==> src/rtl/ternary.sv <==
// rtl/ternary.sv - unsigned max selector with registered copy and saturating difference counter
// Optional eq_q output enabled by defining TERNARY_EQ_EN.
module ternary #(
    parameter int WIDTH = 1,
    parameter int CNT_W = 8
) (
    input  logic             clk,
    input  logic             rst,
    input  logic [WIDTH-1:0] a,
    input  logic [WIDTH-1:0] b,
    output logic [WIDTH-1:0] c,
    output logic [WIDTH-1:0] c_q,
    output logic [CNT_W-1:0] diff_cnt
`ifdef TERNARY_EQ_EN
    ,
    output logic             eq_q
`endif
);

    logic [WIDTH-1:0] c_d;
    logic [CNT_W-1:0] diff_cnt_d;
    logic [CNT_W-1:0] diff_cnt_q;

    // Ties resolve to b, which has the same value as a.
    assign c        = (a > b) ? a : b;
    assign diff_cnt = diff_cnt_q;

    always_comb begin
        c_d        = c;
        diff_cnt_d = diff_cnt_q;
        if ((a != b) && (diff_cnt_q != {CNT_W{1'b1}})) begin
            diff_cnt_d = diff_cnt_q + 1'b1;
        end
    end

    always_ff @(posedge clk or posedge rst) begin
        if (rst) begin
            c_q        <= '0;
            diff_cnt_q <= '0;
        end else begin
            c_q        <= c_d;
            diff_cnt_q <= diff_cnt_d;
        end
    end

`ifdef TERNARY_EQ_EN
    logic eq_d;

    always_comb begin
        eq_d = (a == b);
    end

    always_ff @(posedge clk or posedge rst) begin
        if (rst) begin
            eq_q <= 1'b0;
        end else begin
            eq_q <= eq_d;
        end
    end
`endif

endmodule

==> config.mk <==
export PLATFORM = sky130hd
export DESIGN_NAME = ternary
export DESIGN_NICKNAME = d
export VERILOG_FILES = /design/src/rtl/ternary.sv
export SDC_FILE = /design/constraint.sdc
export NUM_CORES = 1
export LEC_CHECK = 0
export ABC_AREA = 0
export BUFFER_PORTS_ARGS = -buffer_cell sky130_fd_sc_hd__clkbuf_2
export CAP_MARGIN = 25
export CORE_AREA = 2 2 39 41
export DETAILED_ROUTE_END_ITERATION = 6
export DIE_AREA = 0 0 41 43
export GPL_TIMING_DRIVEN = 0
export PLACE_DENSITY = 0.67
export SLEW_MARGIN = 20
export SYNTH_ARGS = -nofsm -noshare
export SYNTH_HDL_FRONTEND = slang
export SYNTH_SLANG_ARGS = --single-unit
==> constraint.sdc <==
create_clock -name clk -period 3.95 [get_ports clk]
set_input_delay 0.395 -clock clk [delete_from_list [all_inputs] [get_ports clk]]
set_output_delay 0.395 -clock clk [all_outputs]
set_load 0.05 [all_outputs]
== After elaboration in Yosys (flattened, before gate mapping) ==
Index checks and enable logic that the tools add are counted.

* Add/subtract/negate cells: 1
* $lt $le $gt $ge: 1
* Eq/ne operators: 2
* Muxes and demuxes: 1
* Reductions and logical operators: 1

{| class="wikitable"
|+ Operators by type and width
! cell !! number
|-
| $add A8 B1 Y8 const B || 1
|-
| $ne A8 B8 Y1 const B || 1
|-
| $gt A1 B1 Y1 || 1
|-
| $logic_and A1 B1 Y1 || 1
|-
| $mux W1 || 1
|-
| $ne A1 B1 Y1 || 1
|}

* Register bits: 9
* Output and inout bits: 10

== Longest topological paths before layout ==
* Word-level depth: 2
* Gate-level depth with buffers: 5

== Least setup slack after synthesis ==
OpenSTA, ideal clock, no wires.

* Path kind: reg-to-reg
* From: register diff_cnt_q[0], in the netlist diff_cnt[0]
* To: register diff_cnt_q[1], in the netlist diff_cnt[1]
* Library setup time: 0.128 ns
* Arrival: 1.578 ns
* Required time: 3.822 ns
* Path slack: 2.244 ns
* Stages on the path, launching flop included: 5
* Buffers on the path: 0
* Path through: dfrtp_1 -> ha_1 -> nand3_1 -> o21ai_2 -> mux2_1

* Cells in the longest elaborated chain, start to end: 2
* Elaborated cells between the ends (all ways): 3

{| class="wikitable"
|+ RTL lines
! what !! RTL line !! RTL
|-
| start, declared || 22 || <nowiki>logic [CNT_W-1:0] diff_cnt_q;</nowiki>
|-
| start signal, assigned || 42 || <nowiki>diff_cnt_q <= diff_cnt_d;</nowiki>
|-
| parallel branches: the longest is 2 deep, another holds $add A8 B1 Y8 || -- ||
|}

Several ways; the timed one is not identified.
A chain may end at the register's enable or synchronous reset.

== Worst setup path in the final report ==
* From: register diff_cnt_q[3], in the netlist diff_cnt[3]
* To: output diff_cnt[3]

{| class="wikitable"
|+ RTL lines
! what !! RTL line !! RTL
|-
| end, declared || 13 || <nowiki>output logic [CNT_W-1:0] diff_cnt</nowiki>
|}

No word-level cell between the ends.

==> flow_summary.yaml <==
status:
  run_status: "finished, final reports clean"
clock_tree:
  cts_hold_buf: 0
  clk_transition_reported_paths_ps: 60
  tritoncts: "built"
  max-clock-path-buffers: 2
  post_cts_setup_buffer_count: 0
  tritoncts.num_buffers: 3
  clkSinkCount: 9
  cts-resized-gates: 0
  worstSkewPairLatency_ps: 260
  cts-htree-levels: 1
  clock_root_buffer: "sky130_fd_sc_hd__clkbuf_4"
timing:
  timing.final.setup_violations: 0
  finalClockSkew_ps: 0.522
  worst_relative_slew_slack_pct: 77.0
  timing.final.crit_share_pct: 36.2
  rsz0062_at_grt: "false"
  timing.hold.ws_ps: 65.6
  setup-tns-final_ps: 0
  max_freq_mhz: 698
  period_needed_ps: 1430
  max_slew.worst_pin.slew_ps: 345
  drv_slew: 0
  hold_viol: 0
routing:
  wl_met1_microns: 326
  avgRoutedWirePerCell_microns: 11.0
  ant_nets: 0
  via_per_inst: 4.79
  drt_iter0_markers: 6
  routed_wl_microns: 801
  met2RoutedLength_microns: 429
  drc: 0
  routed-wl-met3_microns: 30
  drt-pass1-iter-count: 4
  num_vias: 350
  top_layer_used: "met4"
worst_setup_path:
  critical_path.cell_chain: "clkbuf_2"
  worstPathArrival_ps: 1040
  setup.reg_to_reg.worst_slack_ps: 2520
  worst_setup_path_end_kind: "output port"
  critical-path-top-delay-family: "flip-flops"
  worstSetupPathType: "flip-flop to output port"
  cp_num_buf_inv: 1
  timing.critical_path.required_ps: 3560
  timing.critical_path.from_type: "flip-flop"
  crit_path_top_delay_cell: "sky130_fd_sc_hd__dfrtp_1"
  worstPathMaxFanout: 7
  timing.critical_path.slowest_cell_delay_ps: 460
synthesis:
  count_of_yosys_warnings_during_synthesis: 0
  yosysUniqueCellTypes: 22
  synthesis.nets: 46
  synth_cells: 40
  post_synth.cell_area_avg_sq_um: 11.4
  synth.ff_latch_count: 9
  yosysSeqAreaShare_pct: 49.2
  post_synth_instance_area_sq_um: 458
die:
  design.portCount: 14
  floorplan.core_area_sq_um: 1380
  die_area_sq_um: 1760
  floorplan.die.height_microns: 43
  chipWidth_microns: 41
  num_rows: 14
  initial_core_util_pct: 33.1
grt:
  grt_util_all_layers_pct: 10.6
  antenna_found_initial: 0
  grt_pass1_vias: 330
  grt_remaining_overflow: 0
  grt_start_max_net_pins: 10
  grt_pass1_wl_mm: 1.25
placement:
  dpl.hpwl_microns: 631
  io_buffer_count: 13
  finalWeightedCongestion: 0.645
layout:
  antenna_cells: 0
  post_route_cells_drive_above_1_share_pct: 40.4
  final_nets: 64
  area_delta_synth_final_pct: 24.3
worst_hold_path:
  hold_path.class: "input pin to asynchronous set/reset pin"
pwr:
  total_power_density_per_cell_area_nw_per_um2: 867
  highest_ir_drop_seen_on_vdd_mv: 0.247
  cellLeakagePower_nw: 0.287
run:
  max-cap-violations: 0
## cell families after synthesis
logic type,count (synthesis),share of synthesized area [%]
AO/OA/AOI/OAI,5,8.20
XOR/XNOR,3,5.74
adder cells (fa/ha/maj),2,5.46
buffers and inverters,5,4.10
flip-flops,9,49.2
multiplexers,4,10.7
AND/OR/NAND/NOR,12,16.7
## cells in the final DEF (no fill, tap or decap), drive strengths merged, types with 2 or more instances in the layout
cell | netlist | layout
nand2 | 4 | 4
clkbuf | 0 | 17
mux2 | 4 | 4
nand4 | 2 | 2
ha | 2 | 2
inv | 5 | 5
xnor2 | 2 | 2
dfrtp | 9 | 9
o21ai | 2 | 2
nand3 | 2 | 2
## path summary, 6_finish.rpt
check	startpoint	to	cells after the start
min in group clk	a	c_q	4
max reg2reg	diff_cnt[0]	diff_cnt[1]	4
max in group asynchronous	rst	diff_cnt[4]	2
max	diff_cnt[3]	diff_cnt[3]	1
min reg2reg	diff_cnt[0]	diff_cnt[0]	1
min	rst	diff_cnt[1]	2
## stage by stage
stage / worst slack (ps) / instance area (sq um) / cells / utilization [%] / total power, mW
after detailed placement: 2320 / 543 / 69 / 39.2 / 0.425
final: 2520 / 569 / 73 / 41.1 / 0.494
after global placement: 2340 / 543 / 69 / 39.2 / 0.420
after floorplan: 2240 / 458 / 40 / - / 0.369
after CTS: 2510 / 569 / 73 / 41.1 / 0.498
after global routing: 2430 / 569 / 73 / 41.1 / 0.521
## routing by layer
metal / GRT usage (%) / up-vias
met5: 0 / -
met4: 8.00 / 0
li1: - / 176
met2: 17.5 / 9
met3: 1.57 / 2
met1: 11.1 / 163
## Yosys cell counts
| library cell | n | share of area, % |
|---|---|---|
| sky130_fd_sc_hd__nand4_2 | 1 | 2.7 |
| sky130_fd_sc_hd__mux2_4 | 1 | 3.3 |
| sky130_fd_sc_hd__inv_1 | 5 | 4.1 |
| sky130_fd_sc_hd__nor2_1 | 1 | 0.82 |
| sky130_fd_sc_hd__ha_1 | 2 | 5.5 |
| sky130_fd_sc_hd__nand2b_1 | 1 | 1.4 |
| sky130_fd_sc_hd__o21a_1 | 1 | 1.6 |
| sky130_fd_sc_hd__xnor2_1 | 2 | 3.8 |
| sky130_fd_sc_hd__and4_4 | 1 | 2.5 |
| sky130_fd_sc_hd__o21ai_0 | 1 | 1.1 |
| sky130_fd_sc_hd__and3_1 | 1 | 1.4 |
| sky130_fd_sc_hd__nand3_1 | 1 | 1.1 |
| sky130_fd_sc_hd__o211ai_1 | 1 | 1.6 |
| sky130_fd_sc_hd__nand2_1 | 4 | 3.3 |
| sky130_fd_sc_hd__mux2_2 | 2 | 4.9 |
| sky130_fd_sc_hd__mux2_1 | 1 | 2.5 |
| sky130_fd_sc_hd__o2111ai_1 | 1 | 1.9 |
| sky130_fd_sc_hd__nand4_1 | 1 | 1.4 |
| sky130_fd_sc_hd__o21ai_2 | 1 | 1.9 |
| sky130_fd_sc_hd__dfrtp_1 | 9 | 49 |
| sky130_fd_sc_hd__nand3_2 | 1 | 2.2 |
| sky130_fd_sc_hd__xor2_1 | 1 | 1.9 |
## state kept, by name, indices dropped and copies added, names as in the netlist
register / flops
diff_cnt: 8
c_q: 1
## area by class of cell
type	instances	area, sq um
Fill cell	135	815
Sequential cell	9	225
Multi-Input combinational cell	26	214
Timing Repair Buffer	13	65.1
Clock buffer	4	26.3
Tap cell	16	20.0
Inverter	5	18.8
## worst reg2reg max path, cell delays in order, from the launching register on
cell and delay, ps:
sky130_fd_sc_hd__dfrtp_1 410, sky130_fd_sc_hd__ha_1 240, sky130_fd_sc_hd__nand3_1 150, sky130_fd_sc_hd__o21ai_2 190
sky130_fd_sc_hd__mux2_1 330
## power by group
part | internal [mW] | switching, mW
combinational | 0.0682 | 0.175
clock | 0.0390 | 0.0331
sequential | 0.128 | 0.0501
(Power assumes the default switching activity.)
